$ cat src/rtl/dec_secded_16.sv
// Two-stage SECDED decoder for 16-bit extended-Hamming codewords.
// Stage 1 registers syndrome and overall parity; stage 2 corrects, classifies and counts.
module dec_secded_16 (
    input  logic        clk,
    input  logic        rst_n,
    input  logic        in_valid,
    output logic        in_ready,
    input  logic [15:0] in_cw,
    output logic        out_valid,
    input  logic        out_ready,
    output logic [10:0] out_data,
    output logic        out_err_single,
    output logic        out_err_double,
    output logic [3:0]  out_err_pos,
    input  logic        clr_cnt,
    output logic [7:0]  cnt_single,
    output logic [7:0]  cnt_double
);

    logic        s1_valid;
    logic [15:0] s1_cw;
    logic [3:0]  s1_syn;
    logic        s1_q;

    logic [3:0]  syn;
    logic        q;
    logic        adv2;
    logic        handoff;

    logic [15:0] fixed_cw;
    logic [10:0] nxt_data;
    logic        nxt_single;
    logic        nxt_double;
    logic [3:0]  nxt_pos;

    // Each syndrome bit covers the positions whose index has that bit set.
    assign syn[0] = ^(in_cw & 16'hAAAA);
    assign syn[1] = ^(in_cw & 16'hCCCC);
    assign syn[2] = ^(in_cw & 16'hF0F0);
    assign syn[3] = ^(in_cw & 16'hFF00);
    assign q      = ^in_cw;

    assign adv2     = !out_valid || out_ready;
    assign in_ready = !s1_valid || adv2;
    assign handoff  = out_valid && out_ready;

    always_comb begin
        fixed_cw   = s1_cw;
        nxt_single = 1'b0;
        nxt_double = 1'b0;
        nxt_pos    = 4'd0;
        if (s1_syn == 4'd0) begin
            nxt_single = s1_q;
        end else if (s1_q) begin
            fixed_cw[s1_syn] = ~s1_cw[s1_syn];
            nxt_single       = 1'b1;
            nxt_pos          = s1_syn;
        end else begin
            nxt_double = 1'b1;
        end
        nxt_data = {fixed_cw[15:9], fixed_cw[7:5], fixed_cw[3]};
    end

    // NOTE: all state updates use <= so every register samples pre-edge values,
    // which is what lets stage 1 refill in the same cycle stage 2 consumes it.
    always_ff @(posedge clk) begin
        if (!rst_n) begin
            s1_valid       <= 1'b0;
            s1_cw          <= '0;
            s1_syn         <= '0;
            s1_q           <= 1'b0;
            out_valid      <= 1'b0;
            out_data       <= '0;
            out_err_single <= 1'b0;
            out_err_double <= 1'b0;
            out_err_pos    <= '0;
            cnt_single     <= '0;
            cnt_double     <= '0;
        end else begin
            if (in_ready) begin
                s1_valid <= in_valid;
                if (in_valid) begin
                    s1_cw  <= in_cw;
                    s1_syn <= syn;
                    s1_q   <= q;
                end
            end

            if (adv2) begin
                out_valid <= s1_valid;
                if (s1_valid) begin
                    out_data       <= nxt_data;
                    out_err_single <= nxt_single;
                    out_err_double <= nxt_double;
                    out_err_pos    <= nxt_pos;
                end
            end

            // Clear takes priority over a same-cycle flagged handoff.
            if (clr_cnt) begin
                cnt_single <= '0;
                cnt_double <= '0;
            end else if (handoff) begin
                if (out_err_single && cnt_single != 8'hFF) cnt_single <= cnt_single + 8'd1;
                if (out_err_double && cnt_double != 8'hFF) cnt_double <= cnt_double + 8'd1;
            end
        end
    end

endmodule
$ cat config.mk
export PLATFORM = sky130hd
export DESIGN_NAME = dec_secded_16
export DESIGN_NICKNAME = d
export VERILOG_FILES = /design/src/rtl/dec_secded_16.sv
export SDC_FILE = /design/constraint.sdc
export NUM_CORES = 1
export LEC_CHECK = 0
export ABC_AREA = 1
export ABC_CLOCK_PERIOD_IN_PS = 1880
export BUFFER_PORTS_ARGS = -buffer_cell sky130_fd_sc_hd__buf_2
export CAP_MARGIN = 20
export CORE_MARGIN = 2
export CORE_UTILIZATION = 55
export DETAILED_ROUTE_END_ITERATION = 8
export PLACE_DENSITY = 0.79
export SYNTH_ARGS = -nofsm -noshare
export SYNTH_HDL_FRONTEND = slang
export SYNTH_SLANG_ARGS = --single-unit
$ cat constraint.sdc
create_clock -name clk -period 1.88 [get_ports clk]
set_input_delay 0.188 -clock clk [delete_from_list [all_inputs] [get_ports clk]]
set_output_delay 0.188 -clock clk [all_outputs]
set_load 0.05 [all_outputs]
==> flow_metrics.tcl <==
set metrics [dict create \
    outcome "complete, no violations" \
    chipWidth_um 77.4 \
    postSynthRegisterBits 56 \
    finalWorstPathRequiredPeriod_ns 1.66 \
    finalClockSkew_ns 0.00678 \
    cts.reportedPaths.clkPinSlew_ns 0.09 \
    dr_total_vias 2942 \
    ys_types 23 \
    postRouteAntennaNets 0 \
    irDropWorstVdd_uv 348 \
    drt_drc 0 \
    total_routed_length_um 6520 \
    dpl.cell_count 575 \
    yosys-top-cells-count "nand2_1 (151), dfxtp_1 (56), a21oi_1 (52)" \
    max_freq_mhz 603 \
    timing.final.hold_violations 0 \
    post_cts_resize_count 0 \
    rsz_0062_raised_after_global_routing "no" \
    totalPowerFinal_uw 2490 \
    cts_root_buffer_type "clkbuf_8" \
    final-max-slew-violation-count 0 \
    global_route.usage.total 0.221 \
    data_arrival_time_at_the_worst_slack_endpoint_ns 1.89 \
    net_count_after_synthesis 482 \
    ys_async_sr_fraction 0 \
    dpl.hpwl_um 5040 \
    fp.dieArea_um2 6000 \
    gpl.final_weighted_congestion 0.903 \
    synth_top_cells_by_area "dfxtp_1 (38%), nand2_1 (19%), a21oi_1 (8.8%), inv_1 (6.3%), xnor2_1 (6.2%)" \
    fraction_of_the_yosys_area_taken_by_sequential_cells 0.378 \
    worst-slew-pin-transition_ns 0.398 \
    synth.largest_area_cell "dfxtp_1" \
    finish.net_count 535 \
    synth_most_common_cell "nand2_1" \
    die_h_um 77.4 \
    timing.critical_path.required_ns 2.12 \
    number_of_top_level_design_ports 56 \
    fin_tns_setup_ns 0 \
    synth_top_flop_cell "dfxtp_1" \
    syn-instance-count 459 \
    detailedRoute.firstPassIterationCount 4 \
    post_synth.cell_area_avg_um2 6.46 \
    synth_warnings 0 \
    final_min_period_over_clock_period 0.882 \
    ff2ff_setup_slack_ns 0.22 \
    instances_no_fill 583 \
    cts.path.max_buffers 2 \
    fp-row-count 26 \
    filler_cell_count 473 \
    layout_area_growth_over_synthesis_pct 14.4 \
    number_of_antenna_violations_at_the_first_check_in_global_routing 0 \
    maximum_number_of_pins_on_one_net_before_global_route_repair 42 \
    setup.worst_path.class "reg -> reg" \
    initial_core_util 0.574 \
    floorplan.core_area_um2 5170 \
    via_per_inst 5.05 \
    initialDrtViolationCount 110 \
    maxCapViolCount 0 \
    placement.io_buffers 55 \
    wl_per_cell_um 11.2 \
    cp-start-kind "flop" \
    grt_overflow 0 \
    seq_area_um2 1120 \
    pwr_density_cell_nw_per_um2 735 \
    cell_area_synth_um2 2970 \
    setup_viol_count_final 0 \
    first_global_vias 2700 \
    cts_hold_buf 0 \
    clk-insertion-delay-late_ns 0.30 \
    cts_max_level 2 \
    cts_num_sinks 56 \
    antenna_cells 0 \
    path_max_fanout 10 \
    timing.max_slew.rel_slack 0.735 \
    post_cts.repair.setup_buffers 0 \
    critical_path.endpoint_type "flop" \
    synth-edff-count 0 \
    worst_hold_path_type "in -> reg" \
    number_of_cts_inserted_buffers 5 \
    synth_top_area_share 0.378 \
    grt_pass1_wl_um 11100 \
    static-leakage-power_uw 0.00154 \
    multi_input_area_um2 1570 \
    layout-drive-gt1-share 0.142 \
    cts_tree "done" \
]
==> cell type report <==
type	instances	share of cell area
clock buffers	8	0.0265
repair buffers	62	0.0966
inverters	53	0.0586
flip-flops and latches	56	0.330
well taps	70	0.0258
multi-input cells	334	0.462
==> report_power, final <==
group          total, uW  switching [uW]  leakage (uW)  internal [uW]
clock network        661             359     0.0000455            301
registers           1290            46.5      0.000458           1240
logic                547             358       0.00104            189
total               2490             763       0.00154           1730
==> cells in the final DEF, fill, tap and decap left out <==
| master | count |
|---|---|
| clkbuf_1 | 2 |
| o21ai_0 | 28 |
| dfxtp_1 | 56 |
| clkbuf_8 | 6 |
| nor2_1 | 46 |
| xnor2_1 | 21 |
| inv_1 | 50 |
| nand3_1 | 9 |
| nor4_1 | 1 |
| a21oi_1 | 52 |
| nor2_2 | 1 |
| xor2_1 | 9 |
| buf_4 | 7 |
| ha_1 | 2 |
| buf_2 | 55 |
| nor3_1 | 5 |
| nand3_2 | 1 |
| nand2_1 | 151 |
| o21ai_1 | 1 |
| a31oi_1 | 1 |
| inv_2 | 3 |
| nand4_1 | 6 |
==> registers in the layout, indices dropped and copies added (netlist names) <==
| signal | count |
|---|---|
| cnt_double | 8 |
| cnt_single | 8 |
| out_data | 11 |
| out_err_double | 1 |
| out_err_pos | 4 |
| out_err_single | 1 |
| out_valid | 1 |
| s1_cw | 16 |
| s1_q | 1 |
| s1_syn | 4 |
| s1_valid | 1 |
==> path summary, 6_finish.rpt <==
check | startpoint | endpoint | cells past startpoint
max | cnt_double[0] | cnt_double[6] | 7
min | out_ready | s1_valid | 4
max reg2reg | cnt_double[0] | cnt_double[6] | 7
min reg2reg | out_err_pos[0] | out_err_pos[0] | 2
==> logic make-up after synthesis <==
| group | share of synthesized area |
|---|---|
| AO/OA/AOI/OAI | 0.139 |
| XOR/XNOR | 0.0886 |
| adder cells (fa/ha/maj) | 0.00843 |
| buffers and inverters | 0.0949 |
| flip-flops | 0.378 |
| AND/OR/NAND/NOR | 0.291 |
==> critical path, stage by stage, from the launching register on <==
cell     delay (ns)
dfxtp_1        0.42
ha_1           0.25
nand4_1        0.14
o21ai_1        0.31
inv_2          0.16
nand2_1        0.11
o21ai_0        0.07
a21oi_1        0.13
==> routing by layer <==
metal  track usage  vias up  wire length (um)
li1              -     1539                 -
met1         0.259     1309              2950
met2         0.406       82              3170
met3        0.0384       12               291
met4        0.0714        0               106
met5             0        -                 0
==> per-stage QoR <==
stage	util	worst slack [ns]	hold slack [ns]	instance area, um2
final	0.656	0.222	0.212	3390
after global routing	0.656	0.0490	0.215	3390
after CTS	0.656	0.235	0.213	3390
after detailed placement	0.639	0.247	0.449	3300
after global placement	0.639	0.275	0.450	3300
after floorplan	-	0.0456	0.326	2970
Power figures use the tool's default switching activity.
